==> src/rtl/pivot_ctrl_if.sv <==
// Handshake and RAM-control bundle between the pivot sequencer, the pivot
// producer, the two pivot RAM banks and the PE array consumer.
interface pivot_ctrl_if #(
    parameter int ADDR_WIDTH = 3,
    parameter int KW         = 5
) ();
    logic                  ld_valid;
    logic                  ld_ready;
    logic                  we0;
    logic                  we1;
    logic [ADDR_WIDTH-1:0] a_w;
    logic [ADDR_WIDTH-1:0] a_r;
    logic                  cons_ready;
    logic                  rd_sel;
    logic                  out_valid;
    logic                  out_last;
    logic [KW-1:0]         k_idx;

    modport master (
        input  ld_valid, cons_ready,
        output ld_ready, we0, we1, a_w, a_r, rd_sel, out_valid, out_last, k_idx
    );

    modport slave (
        output ld_valid, cons_ready,
        input  ld_ready, we0, we1, a_w, a_r, rd_sel, out_valid, out_last, k_idx
    );
endinterface

==> src/rtl/pivot_ctrl.sv <==
// Ping-pong sequencer for the pivot row buffers: fills one RAM bank from the
// producer while the PE array drains the other, for all B pivot rows of a pass.
module pivot_ctrl #(
    parameter int B          = 32,
    parameter int L          = 4,
    parameter int ADDR_WIDTH = 3,
    parameter int KW         = 5
) (
    input  logic          clk,
    input  logic          rst,
    input  logic          start,
    output logic          busy,
    output logic          done,
    pivot_ctrl_if.master  bus
);

    localparam int                    WORDS     = B / L;
    localparam logic [ADDR_WIDTH-1:0] LAST_WORD = ADDR_WIDTH'(WORDS - 1);
    localparam logic [KW:0]           ROWS      = (KW+1)'(B);
    localparam logic [KW:0]           LAST_ROW  = (KW+1)'(B - 1);

    typedef enum logic {S_IDLE, S_RUN} state_t;

    state_t                state;
    logic                  wbank;
    logic                  rbank;
    logic [ADDR_WIDTH-1:0] wcnt;
    logic [ADDR_WIDTH-1:0] rcnt;
    logic [KW:0]           rows_loaded;
    logic [KW:0]           rows_read;
    logic [1:0]            full;

    logic ld_ready;
    logic w_fire;
    logic r_fire;
    logic w_last;
    logic r_last;

    assign busy     = (state == S_RUN);
    assign ld_ready = busy && !full[wbank] && (rows_loaded < ROWS);
    assign w_fire   = bus.ld_valid && ld_ready;
    assign r_fire   = busy && full[rbank] && bus.cons_ready;
    assign w_last   = (wcnt == LAST_WORD);
    assign r_last   = (rcnt == LAST_WORD);

    assign bus.ld_ready = ld_ready;
    assign bus.we0      = w_fire && !wbank;
    assign bus.we1      = w_fire && wbank;
    assign bus.a_w      = wcnt;
    assign bus.a_r      = rcnt;

    // Output tags are delayed one cycle so they line up with the registered RAM read.
    always_ff @(posedge clk) begin
        if (rst) begin
            state         <= S_IDLE;
            wbank         <= 1'b0;
            rbank         <= 1'b0;
            wcnt          <= '0;
            rcnt          <= '0;
            rows_loaded   <= '0;
            rows_read     <= '0;
            full          <= 2'b00;
            done          <= 1'b0;
            bus.out_valid <= 1'b0;
            bus.out_last  <= 1'b0;
            bus.rd_sel    <= 1'b0;
            bus.k_idx     <= '0;
        end else begin
            done          <= 1'b0;
            bus.out_valid <= r_fire;
            bus.out_last  <= r_fire && r_last;
            if (r_fire) begin
                bus.rd_sel <= rbank;
                bus.k_idx  <= rows_read[KW-1:0];
            end

            case (state)
                S_IDLE: begin
                    if (start) begin
                        state       <= S_RUN;
                        wbank       <= 1'b0;
                        rbank       <= 1'b0;
                        wcnt        <= '0;
                        rcnt        <= '0;
                        rows_loaded <= '0;
                        rows_read   <= '0;
                        full        <= 2'b00;
                    end
                end

                S_RUN: begin
                    // Fill and drain always target opposite banks, so both may complete together.
                    if (w_fire) begin
                        if (w_last) begin
                            wcnt        <= '0;
                            full[wbank] <= 1'b1;
                            wbank       <= ~wbank;
                            rows_loaded <= rows_loaded + (KW+1)'(1);
                        end else begin
                            wcnt <= wcnt + ADDR_WIDTH'(1);
                        end
                    end

                    if (r_fire) begin
                        if (r_last) begin
                            rcnt        <= '0;
                            full[rbank] <= 1'b0;
                            rbank       <= ~rbank;
                            rows_read   <= rows_read + (KW+1)'(1);
                            if (rows_read == LAST_ROW) begin
                                state <= S_IDLE;
                                done  <= 1'b1;
                            end
                        end else begin
                            rcnt <= rcnt + ADDR_WIDTH'(1);
                        end
                    end
                end

                default: state <= S_IDLE;
            endcase
        end
    end

endmodule
==> src/flat_wrapper.sv <==
// flat-port wrapper written by rule: the top's interface ports become plain ports
module pivot_ctrl_flat 
#(
    parameter int B          = 32,
    parameter int L          = 4,
    parameter int ADDR_WIDTH = 3,
    parameter int KW         = 5
)
  (clk, rst, start, busy, done, bus_ld_valid, bus_cons_ready, bus_ld_ready, bus_we0, bus_we1, bus_a_w, bus_a_r, bus_rd_sel, bus_out_valid, bus_out_last, bus_k_idx);
  pivot_ctrl_if #(.ADDR_WIDTH(ADDR_WIDTH), .KW(KW)) bus_i ();
  input  logic clk;
  input  logic rst;
  input  logic start;
  output logic busy;
  output logic done;
  input wire logic [$bits(bus_i.ld_valid)-1:0] bus_ld_valid;
  input wire logic [$bits(bus_i.cons_ready)-1:0] bus_cons_ready;
  output wire logic [$bits(bus_i.ld_ready)-1:0] bus_ld_ready;
  output wire logic [$bits(bus_i.we0)-1:0] bus_we0;
  output wire logic [$bits(bus_i.we1)-1:0] bus_we1;
  output wire logic [$bits(bus_i.a_w)-1:0] bus_a_w;
  output wire logic [$bits(bus_i.a_r)-1:0] bus_a_r;
  output wire logic [$bits(bus_i.rd_sel)-1:0] bus_rd_sel;
  output wire logic [$bits(bus_i.out_valid)-1:0] bus_out_valid;
  output wire logic [$bits(bus_i.out_last)-1:0] bus_out_last;
  output wire logic [$bits(bus_i.k_idx)-1:0] bus_k_idx;
  assign bus_i.ld_valid = bus_ld_valid;
  assign bus_i.cons_ready = bus_cons_ready;
  assign bus_ld_ready = bus_i.ld_ready;
  assign bus_we0 = bus_i.we0;
  assign bus_we1 = bus_i.we1;
  assign bus_a_w = bus_i.a_w;
  assign bus_a_r = bus_i.a_r;
  assign bus_rd_sel = bus_i.rd_sel;
  assign bus_out_valid = bus_i.out_valid;
  assign bus_out_last = bus_i.out_last;
  assign bus_k_idx = bus_i.k_idx;
  pivot_ctrl #(.B(B), .L(L), .ADDR_WIDTH(ADDR_WIDTH), .KW(KW)) u_core (.clk(clk), .rst(rst), .start(start), .busy(busy), .done(done), .bus(bus_i));
endmodule
==> config.mk <==
export PLATFORM = sky130hd
export DESIGN_NAME = pivot_ctrl_flat
export DESIGN_NICKNAME = d
export VERILOG_FILES = /design/src/rtl/pivot_ctrl_if.sv /design/src/rtl/pivot_ctrl.sv /design/src/flat_wrapper.sv
export SDC_FILE = /design/constraint.sdc
export NUM_CORES = 1
export LEC_CHECK = 0
export ABC_CLOCK_PERIOD_IN_PS = 2040
export BUFFER_PORTS_ARGS = -buffer_cell sky130_fd_sc_hd__clkbuf_2
export CAP_MARGIN = 20
export CORE_ASPECT_RATIO = 0.7
export CORE_MARGIN = 4
export CORE_UTILIZATION = 50
export CTS_CLUSTER_DIAMETER = 200
export DETAILED_ROUTE_END_ITERATION = 12
export HOLD_SLACK_MARGIN = 0.1
export PLACE_DENSITY = 0.74
export SETUP_SLACK_MARGIN = 0.1
export SLEW_MARGIN = 20
export SYNTH_ARGS = -nofsm -noshare
export SYNTH_HDL_FRONTEND = slang
export SYNTH_SLANG_ARGS = --single-unit
==> constraint.sdc <==
create_clock -name clk -period 2.04 [get_ports clk]
set_input_delay 0.102 -clock clk [delete_from_list [all_inputs] [get_ports clk]]
set_output_delay 0.102 -clock clk [all_outputs]
set_load 0.02 [all_outputs]
==> flow_metrics.tcl, run 1 <==
set metrics [dict create \
    status "finished clean" \
    synth_top_area_cell "dfxtp_1" \
    syn_inst 172 \
    final_area_mm2 0.00181 \
    end_kind "flop" \
    grt_pass1_wl_um 5930 \
    area_delta_synth_final_pct 17.9 \
    fin_crit_ns 1.79 \
    antenna_left 0 \
    hold_violations 0 \
    slew_viol_final 0 \
    worstPathMaxFanout 10 \
    regArea_um2 641 \
    path_clk_slew_ns 0.07 \
    power_uw 1360 \
    antenna_found_initial 0 \
    hold_class "primary input to flop" \
    fmax_mhz 558 \
    drt-pass1-iter-count 4 \
    drt_wl_total_um 3680 \
    initial_core_util_pct 53.5 \
    worstMarginPinSlew_ns 0.499 \
    seq_area_frac_synth_pct 41.8 \
    rows 16 \
    setup_tns_ns 0 \
    ctsHtreeMaxLevel 2 \
    slew_headroom_pct 66.8 \
    synth_nets 183 \
    crit_top_cell "ha_1" \
    root_buffer "clkbuf_8" \
    maxCapViolCount 0 \
    post-route-period-util_pct 87.9 \
    multi_input_area_um2 827 \
    final.setup_skew_ns 0.00400 \
    critPathRequiredTime_ns 2.26 \
    synthTopCellsByArea "dfxtp_1, a21oi_1, nand3_1" \
    p_leak_uw 0.000711 \
    yosys_warnings 0 \
    avgSynthCellArea_um2 8.91 \
    grt_pass1_vias 1266 \
    grt_max_degree 25 \
    die_y_um 54.3 \
    ys_types 37 \
    peakVddDrop_v 0.000494 \
    power_frac_seq_pct 46.4 \
    swShare_pct 20.8 \
    fp.dieArea_mm2 0.00403 \
    drt_iter0_markers 170 \
    hold_buffers 0 \
    p_per_area_mw_per_mm2 753 \
    track_usage_pct 19.7 \
    place_congestion 0.833 \
    setup_viol 0 \
    place_hpwl_um 2510 \
    fillers 242 \
    pin_count 24 \
    final_util_pct 63.1 \
    numCtsBuffers 5 \
    final_cell_mix "dfxtp_1, a21oi_1, clkbuf_2" \
    yosys_register_bits 32 \
    clkPwrFrac_pct 48.7 \
    cts_buffer_depth 2 \
    overflow 0 \
    placed_area_mm2 0.00166 \
    pwr-share-comb_pct 4.9 \
    core_area_mm2 0.00286 \
    diodes 0 \
    path_cells "ha_1 -> ha_1 -> nand3_1 -> or4_1 -> a21oi_1" \
    worstPathArrival_ns 2.01 \
    final_common_cell "dfxtp_1" \
    crit_type "flop to flop" \
    viasPerCell 6.15 \
    cp_slowest_stage_delay_ns 0.60 \
    power.switching_uw 283 \
    post_drt_wl_per_cell_um 15.7 \
    route.detailed.drc 0 \
    clk_latency_ns 0.29 \
    cts_sinks 32 \
    holdWs_ns 0.197 \
    syn_area_mm2 0.00153 \
    startpoint_type "flop" \
    intPower_uw 1080 \
    vias 1439 \
    rsz0062_at_grt "false" \
    slowest_stage "or4_1" \
    fp.dieW_um 74.2 \
    synth_top_area_share_pct 41.8 \
    final_nets 208 \
    cts_tree "yes" \
    numPortBuffers 23 \
    drive_gt1_share_pct 21.2 \
]
worst max-delay path: cells and delay by family, from the launching register on:
| kind | cells | cell delay, ns |
|---|---|---|
| adder cells (fa/ha/maj) | 2 | 0.31 |
| flip-flops | 1 | 0.38 |
| AND/OR/NAND/NOR | 2 | 0.89 |
| AO/OA/AOI/OAI | 1 | 0.14 |
cell families after synthesis:
group           count (synthesis)  share of synthesized area (%)
simple gates                   63                           24.2
buf+inv                        14                           4.49
mux                             7                           4.98
compound gates                 50                           19.7
flops                          32                           41.8
fa+ha+maj                       6                           4.90
final cells by class:
cell class,instances,area share [%]
multi-input combinational,126,45.8
sequential,32,35.5
timing repair buffer,28,8.45
clock buffer,7,5.33
tap,36,2.49
clock inverter,1,1.66
inverter,4,0.831
flip-flops by register name, indices dropped and copies added (netlist names):
register,count
u_core.bus.out_valid,1
u_core.busy,1
u_core.bus.a_w,3
u_core.bus.rd_sel,1
u_core.rbank,1
u_core.bus.a_r,3
u_core.rows_loaded,6
u_core.bus.k_idx,5
u_core.rows_read,6
u_core.done,1
u_core.wbank,1
u_core.bus.out_last,1
u_core.full,2
cells in the mapped netlist:
library cell and n:
and4b_1 1, buf_2 1, or3_1 6, o211a_1 1
and3b_1 1, buf_6 2, buf_1 1, and4_1 2
nand2b_1 1, a31oi_1 1, inv_1 4, mux2i_1 5
or4_1 5, nand3_1 21, o21a_1 2, nand4b_1 1
and2_1 1, nand3b_1 1, dfxtp_1 32, or3_4 1
o211ai_1 8, nor2b_1 2, and3_1 2, nand4_1 4
and3_2 1, o31ai_1 4, a2111oi_2 1, ha_1 6
nor3_1 4, o21ai_0 9, nor2_1 4, nor4_1 1
clkbuf_1 6, a21oi_1 24, nand2_1 4, mux2_2 1
mux2_4 1
metal layers:
metal / GRT usage, % / vias up / part of all wire [%]
met5: 0 / - / 0
li1: - / 709 / -
met2: 30.1 / 39 / 45
met3: 7.34 / 4 / 6.0
met1: 26.1 / 687 / 48
met4: 5.42 / 0 / 0.84
power by group through the flow:
stage | registers, uW | clock network (uW) | logic, uW
finish | 630 | 663 | 66.5
global route | 630 | 694 | 71.9
CTS | 630 | 672 | 65.0
detailed placement | 644 | 0 | 65.0
global placement | 644 | 0 | 63.5
floorplan | 647 | 0 | 38.2
final timing paths:
check / slack [ns] / from / end / depth (start not counted)
worst min-delay path: 0.20 / start / u_core.busy / 4
worst max register to register: 0.25 / u_core.bus.a_r[0] / u_core.rows_read[3] / 5
worst min register to register: 0.48 / u_core.bus.k_idx[0] / u_core.bus.k_idx[0] / 2
worst max-delay path: 0.25 / u_core.bus.a_r[0] / u_core.rows_read[3] / 5
per-stage QoR:
| step | std cells | setup slack (ns) |
|---|---|---|
| floorplan | 172 | 0.212 |
| global placement | 224 | 0.260 |
| detailed placement | 224 | 0.117 |
| CTS | 234 | 0.142 |
| global route | 234 | 0.141 |
| finish | 234 | 0.248 |
what timing repair did:
item,CTS,global route
endpoints found under the setup margin,1,2
resized for setup,0,1
pin swaps,1,0
setup buffers,2,0
Note: power is estimated with default switching activity, not from simulation.
==> run 2, diff against run 1 <==
--- a/config.mk
+++ b/config.mk
@@ -5,16 +5,17 @@
 export SDC_FILE = /design/constraint.sdc
 export NUM_CORES = 1
 export LEC_CHECK = 0
-export ABC_CLOCK_PERIOD_IN_PS = 2040
+export ABC_CLOCK_PERIOD_IN_PS = 1600
 export BUFFER_PORTS_ARGS = -buffer_cell sky130_fd_sc_hd__clkbuf_2
 export CAP_MARGIN = 20
 export CORE_ASPECT_RATIO = 0.7
 export CORE_MARGIN = 4
 export CORE_UTILIZATION = 50
 export CTS_CLUSTER_DIAMETER = 200
+export CTS_CLUSTER_SIZE = 12
 export DETAILED_ROUTE_END_ITERATION = 12
 export HOLD_SLACK_MARGIN = 0.1
-export PLACE_DENSITY = 0.74
+export PLACE_DENSITY = 0.77
 export SETUP_SLACK_MARGIN = 0.1
 export SLEW_MARGIN = 20
 export SYNTH_ARGS = -nofsm -noshare
==> constraint.sdc (replaced) <==
create_clock -name clk -period 1.6 [get_ports clk]
set_input_delay 0.08 -clock clk [delete_from_list [all_inputs] [get_ports clk]]
set_output_delay 0.08 -clock clk [all_outputs]
set_load 0.02 [all_outputs]
==> run 2 against run 1 <==
Compared with the run above:
- register-to-register slack lost 0.21 ns
- sequential share of layout area shrank 1.9 points
- first-iteration DRC count shrank 3.5%
- cell count grew 5.6%
- critical endpoint is now u_core.rows_loaded[4]
==> flow_metrics.tcl, run 2 (same netlist as run 1, synthesis figures left out) <==
set metrics [dict create \
    startpoint_type "flop" \
    post_drt_wl_per_cell_um 16.5 \
    area_delta_synth_final_pct 29.6 \
    reg2reg_from "u_core.bus.a_w[1]" \
    reg2reg_depth 6 \
    rows 16 \
    fmax_mhz 639 \
    top_layer_used "met4" \
    rsz0062_at_grt "true" \
    final_nets 222 \
    drt-pass1-iter-count 4 \
    fp.dieW_um 74.2 \
    reg2reg_slack_ns 0.03 \
    grt_max_degree 19 \
    grt_pass1_vias 1336 \
    maxCapViolCount 0 \
    root_buffer "clkbuf_8" \
    min_path_cells 2 \
    diodes 0 \
    p_per_area_mw_per_mm2 744 \
    min_to "u_core.bus.a_w[2]" \
    m1WireLength_um 1910 \
    worstPathArrival_ns 1.77 \
    pin_count 24 \
    fp.dieArea_mm2 0.00403 \
    r2r_end "u_core.rows_loaded[4]" \
    slew_viol_final 0 \
    biggestRegsByFlops "u_core.rows_loaded (6), u_core.rows_read (6), u_core.bus.k_idx (5)" \
    final.setup_skew_ns 0.0108 \
    numCtsBuffers 5 \
    power_uw 1480 \
    drt_wl_total_um 4070 \
    crit_type "flop to flop" \
    hold_buffers 0 \
    final_cell_mix "a21oi_1, clkbuf_2, nand3_1, dfxtp_1, buf_4" \
    ctsHtreeMaxLevel 2 \
    met3_length_um 249 \
    fin_crit_ns 1.57 \
    viasPerCell 6.13 \
    track_usage_pct 21.3 \
    cts_buffer_depth 2 \
    critPathRequiredTime_ns 1.80 \
    end_kind "flop" \
    die_y_um 54.3 \
    worstMarginPinSlew_ns 0.347 \
    p_leak_uw 0.000755 \
    cts_sinks 32 \
    drt_iter0_markers 164 \
    drive_gt1_share_pct 37.0 \
    route.detailed.drc 0 \
    clk_latency_ns 0.29 \
    antenna_left 0 \
    cts_tree "yes" \
    vias 1513 \
    path_clk_slew_ns 0.07 \
    antenna_found_initial 0 \
    slew_headroom_pct 76.8 \
    peakVddDrop_v 0.000439 \
    place_hpwl_um 2710 \
    initial_core_util_pct 53.5 \
    place_congestion 0.862 \
    met2_length_um 1850 \
    setup_viol 0 \
    grt_pass1_wl_um 6380 \
    placed_area_mm2 0.00175 \
    status "finished clean" \
    overflow 0 \
    post-route-period-util_pct 97.9 \
    worstPathMaxFanout 5 \
    hp-start "rst" \
    final_common_cell "a21oi_1" \
    hold_violations 0 \
    hold_class "primary input to flop" \
    final_area_mm2 0.00199 \
    core_area_mm2 0.00286 \
    numPortBuffers 23 \
]
run 2: changes by cell type in the layout (fill, tap and decap cells not counted), sizes merged:
cell    change
clkinv      +1
buf        +16
clkbuf      -3
bufinv      -1
run 2: area by class of cell:
cell class / count / area (um^2)
timing repair buffer: 42 / 274
clock buffer: 6 / 72.6
inverter: 4 / 15.0
tap: 36 / 45.0
fill: 203 / 877
clock inverter: 1 / 5.00
sequential: 32 / 666
multi-input combinational: 126 / 908
run 2: layer usage:
layer  vias up  track usage (%)
li1        732                -
met1       725             29.3
met2        49             32.5
met3         7             5.50
met4         0             7.23
met5         -                0
run 2: worst max-delay path by stage:
| stage | startpoint | end | slack (ns) | cells past startpoint |
|---|---|---|---|---|
| 2_1_floorplan | u_core.bus.a_w[1] | u_core.full[0] | -0.06 | 5 |
| 3_3_place_gp | u_core.bus.a_w[1] | u_core.rows_loaded[3] | 0.10 | 6 |
| 3_5_place_dp | u_core.bus.a_r[0] | u_core.rows_read[3] | 0.02 | 5 |
| 4_1_cts | u_core.bus.a_w[1] | u_core.rows_loaded[3] | 0.07 | 6 |
| 5_1_grt | u_core.bus.a_w[0] | u_core.full[0] | -0.03 | 5 |
| 6_report | u_core.bus.a_w[1] | u_core.rows_loaded[4] | 0.03 | 6 |
run 2: critical path, stage by stage (launching register included):
cell	delay [ns]
dfxtp_4	0.36
ha_4	0.13
ha_4	0.12
nand4b_1	0.13
buf_6	0.17
or4_4	0.42
a21oi_2	0.15
run 2: power by group:
group / internal [uW] / leakage [uW] / total [uW] / switching [uW]
sequential: 794 / 0.000265 / 801 / 6.60
combinational: 29.6 / 0.000449 / 92.0 / 62.3
clock: 295 / 0.0000410 / 585 / 290
total: 1120 / 0.000755 / 1480 / 358
run 2: metrics by stage:
step                      TNS, ns  cells  hold slack, ns  setup WS (ns)  utilization, %
after floorplan            -0.108    172           0.259        -0.0619               -
after global routing      -0.0781    247           0.203        -0.0316            69.4
after detailed placement        0    231           0.469         0.0159            61.1
after CTS                       0    242           0.169         0.0702            65.6
final                           0    247           0.187         0.0339            69.4
after global placement          0    231           0.462          0.102            61.1
run 2: timing repair:
| item | in CTS | in global routing |
|---|---|---|
| setup endpoints to repair | 9 | 15 |
| pin swaps | 4 | 1 |
| gates resized for setup | 6 | 24 |
| buffers inserted | 4 | 5 |
==> run 3, diff against run 2 <==
--- a/config.mk
+++ b/config.mk
@@ -5,7 +5,7 @@
 export SDC_FILE = /design/constraint.sdc
 export NUM_CORES = 1
 export LEC_CHECK = 0
-export ABC_CLOCK_PERIOD_IN_PS = 1600
+export ABC_CLOCK_PERIOD_IN_PS = 1500
 export BUFFER_PORTS_ARGS = -buffer_cell sky130_fd_sc_hd__clkbuf_2
 export CAP_MARGIN = 20
 export CORE_ASPECT_RATIO = 0.7
@@ -15,7 +15,7 @@
 export CTS_CLUSTER_SIZE = 12
 export DETAILED_ROUTE_END_ITERATION = 12
 export HOLD_SLACK_MARGIN = 0.1
-export PLACE_DENSITY = 0.77
+export PLACE_DENSITY = 0.74
 export SETUP_SLACK_MARGIN = 0.1
 export SLEW_MARGIN = 20
 export SYNTH_ARGS = -nofsm -noshare
==> constraint.sdc (replaced) <==
create_clock -name clk -period 1.5 [get_ports clk]
set_input_delay 0.075 -clock clk [delete_from_list [all_inputs] [get_ports clk]]
set_output_delay 0.075 -clock clk [all_outputs]
set_load 0.02 [all_outputs]
==> run 3 against run 2 <==
Compared with the run above:
- the flow now finishes with violations (negative setup slack)
- die area unchanged
- global-route usage grew 4.5 points
- routed wire length is 19% higher
- clock power rose by 45%
- sequential share of layout area down 3.3 points
- largest power group is now the clock network
==> flow_metrics.tcl, run 3 (same netlist as run 1, synthesis figures left out) <==
set metrics [dict create \
    area_delta_synth_final_pct 44.7 \
    min_to "u_core.rows_read[0]" \
    maxCapViolCount 0 \
    drive_gt1_share_pct 41.1 \
    post-route-period-util_pct 104 \
    r2r_end "u_core.rows_loaded[3]" \
    antenna_found_initial 0 \
    place_hpwl_um 2910 \
    fp.dieArea_mm2 0.00403 \
    startpoint_type "flop" \
    worstPathMaxFanout 7 \
    overflow 0 \
    status "complete, but fails checks" \
    p_leak_uw 0.000855 \
    crit_start "u_core.bus.a_w[0]" \
    initial_core_util_pct 53.5 \
    fmax_mhz 641 \
    holdWs_ns 0.189 \
    layout_setup_ws_ns -0.0594 \
    hold_class "primary input to flop" \
    die_y_um 54.3 \
    clk_latency_ns 0.28 \
    numCtsBuffers 5 \
    peakVddDrop_v 0.000760 \
    fin_crit_ns 1.56 \
    clkPwrFrac_pct 46.4 \
    place_congestion 0.814 \
    fillers 173 \
    p_per_area_mw_per_mm2 827 \
    reg2reg_depth 6 \
    drt-pass1-iter-count 5 \
    placed_area_mm2 0.00180 \
    crit_type "flop to flop" \
    intPower_uw 1420 \
    final_common_cell "buf_4" \
    grt_pass1_wl_um 7730 \
    hp-start "rst" \
    path_clk_slew_ns 0.07 \
    cts_buffer_depth 2 \
    post_drt_wl_per_cell_um 18.6 \
    rows 16 \
    final_area_mm2 0.00222 \
    setup_viol 4 \
    drt_iter0_markers 287 \
    grt_pass1_vias 1548 \
    power.switching_uw 417 \
    swShare_pct 22.8 \
    vias 1665 \
    final_cell_mix "buf_4, a21oi_1, dfxtp_1" \
    final_util_pct 77.4 \
    slew_headroom_pct 77.9 \
    route.detailed.drc 0 \
    hold_violations 0 \
    cts_tree "yes" \
    dp_slack_ns -0.0514 \
    ctsHtreeMaxLevel 2 \
    violations "negative setup slack" \
    drt_wl_total_um 4830 \
    final.setup_skew_ns 0.00666 \
    reg2reg_slack_ns -0.06 \
    slew_viol_final 0 \
    fp.dieW_um 74.2 \
    diodes 0 \
    rsz0062_at_grt "true" \
    biggestRegsByFlops "u_core.rows_loaded (6), u_core.rows_read (6), u_core.bus.k_idx (5)" \
    cts_sinks 32 \
    critPathRequiredTime_ns 1.71 \
    root_buffer "clkbuf_8" \
    worstMarginPinSlew_ns 0.332 \
    reg2reg_from "u_core.bus.a_w[0]" \
    power_frac_seq_pct 46.3 \
    hold_buffers 0 \
    numPortBuffers 23 \
    core_area_mm2 0.00286 \
    worstPathArrival_ns 1.77 \
    min_path_cells 2 \
    pin_count 24 \
    antenna_left 0 \
    end_kind "flop" \
    viasPerCell 6.40 \
    grt_max_degree 16 \
    track_usage_pct 25.8 \
    final_nets 234 \
    pwr-share-comb_pct 7.4 \
]
==> run 3: final cells by class <==
cell class / instances / area (um^2) / share of cell area, %
inverter: 4 / 15.0 / 0.677
clock buffer: 8 / 121 / 5.47
sequential: 32 / 669 / 30.2
tap: 36 / 45.0 / 2.03
timing repair buffer: 54 / 397 / 17.9
multi-input combinational: 126 / 970 / 43.7
==> run 3: through the flow <==
| step | TNS (ns) | std cells | total power, uW |
|---|---|---|---|
| floorplan | -0.448 | 172 | 930 |
| global placement | 0 | 238 | 970 |
| detailed placement | -0.163 | 238 | 975 |
| CTS | -0.0963 | 260 | 1830 |
| global route | -0.485 | 260 | 1900 |
| finish | -0.156 | 260 | 1830 |
==> run 3: worst max-delay path by stage <==
stage	slack, ns	cells past startpoint	to
final	-0.06	6	u_core.rows_loaded[3]
after global routing	-0.13	6	u_core.rows_loaded[3]
after CTS	-0.04	6	u_core.rows_loaded[3]
after detailed placement	-0.05	5	u_core.rows_read[4]
after global placement	0.03	5	u_core.full[0]
after floorplan	-0.16	5	u_core.full[0]
==> run 3: timing repair <==
action	in CTS	in global routing
hold endpoints to repair	0	0
gates resized for setup	27	17
pin swaps	13	2
buffers inserted	14	0
setup endpoints to repair	14	15
==> run 3: power groups by stage <==
| stage | Combinational [uW] | Clock [uW] | Sequential, uW |
|---|---|---|---|
| 2_1_floorplan | 52.7 | 0 | 878 |
| 3_3_place_gp | 96.6 | 0 | 874 |
| 3_5_place_dp | 101 | 0 | 874 |
| 4_1_cts | 123 | 853 | 851 |
| 5_1_grt | 144 | 905 | 848 |
| 6_report | 135 | 850 | 848 |
==> run 3: worst max-delay path, cell delays in order, from the launching register on <==
cell and delay [ns]:
dfxtp_4 0.36, ha_4 0.14, ha_4 0.13, nand4b_1 0.14, buf_6 0.17, or4_4 0.42, a21oi_2 0.14
==> run 3: metal layers <==
metal  track usage (%)  vias to the layer above  share of wire (%)
li1                  -                      758                  -
met1              34.3                      779                 43
met2              40.0                      111                 46
met3              8.81                       17                9.0
met4              6.93                        0                2.4
met5                 0                        -                  0
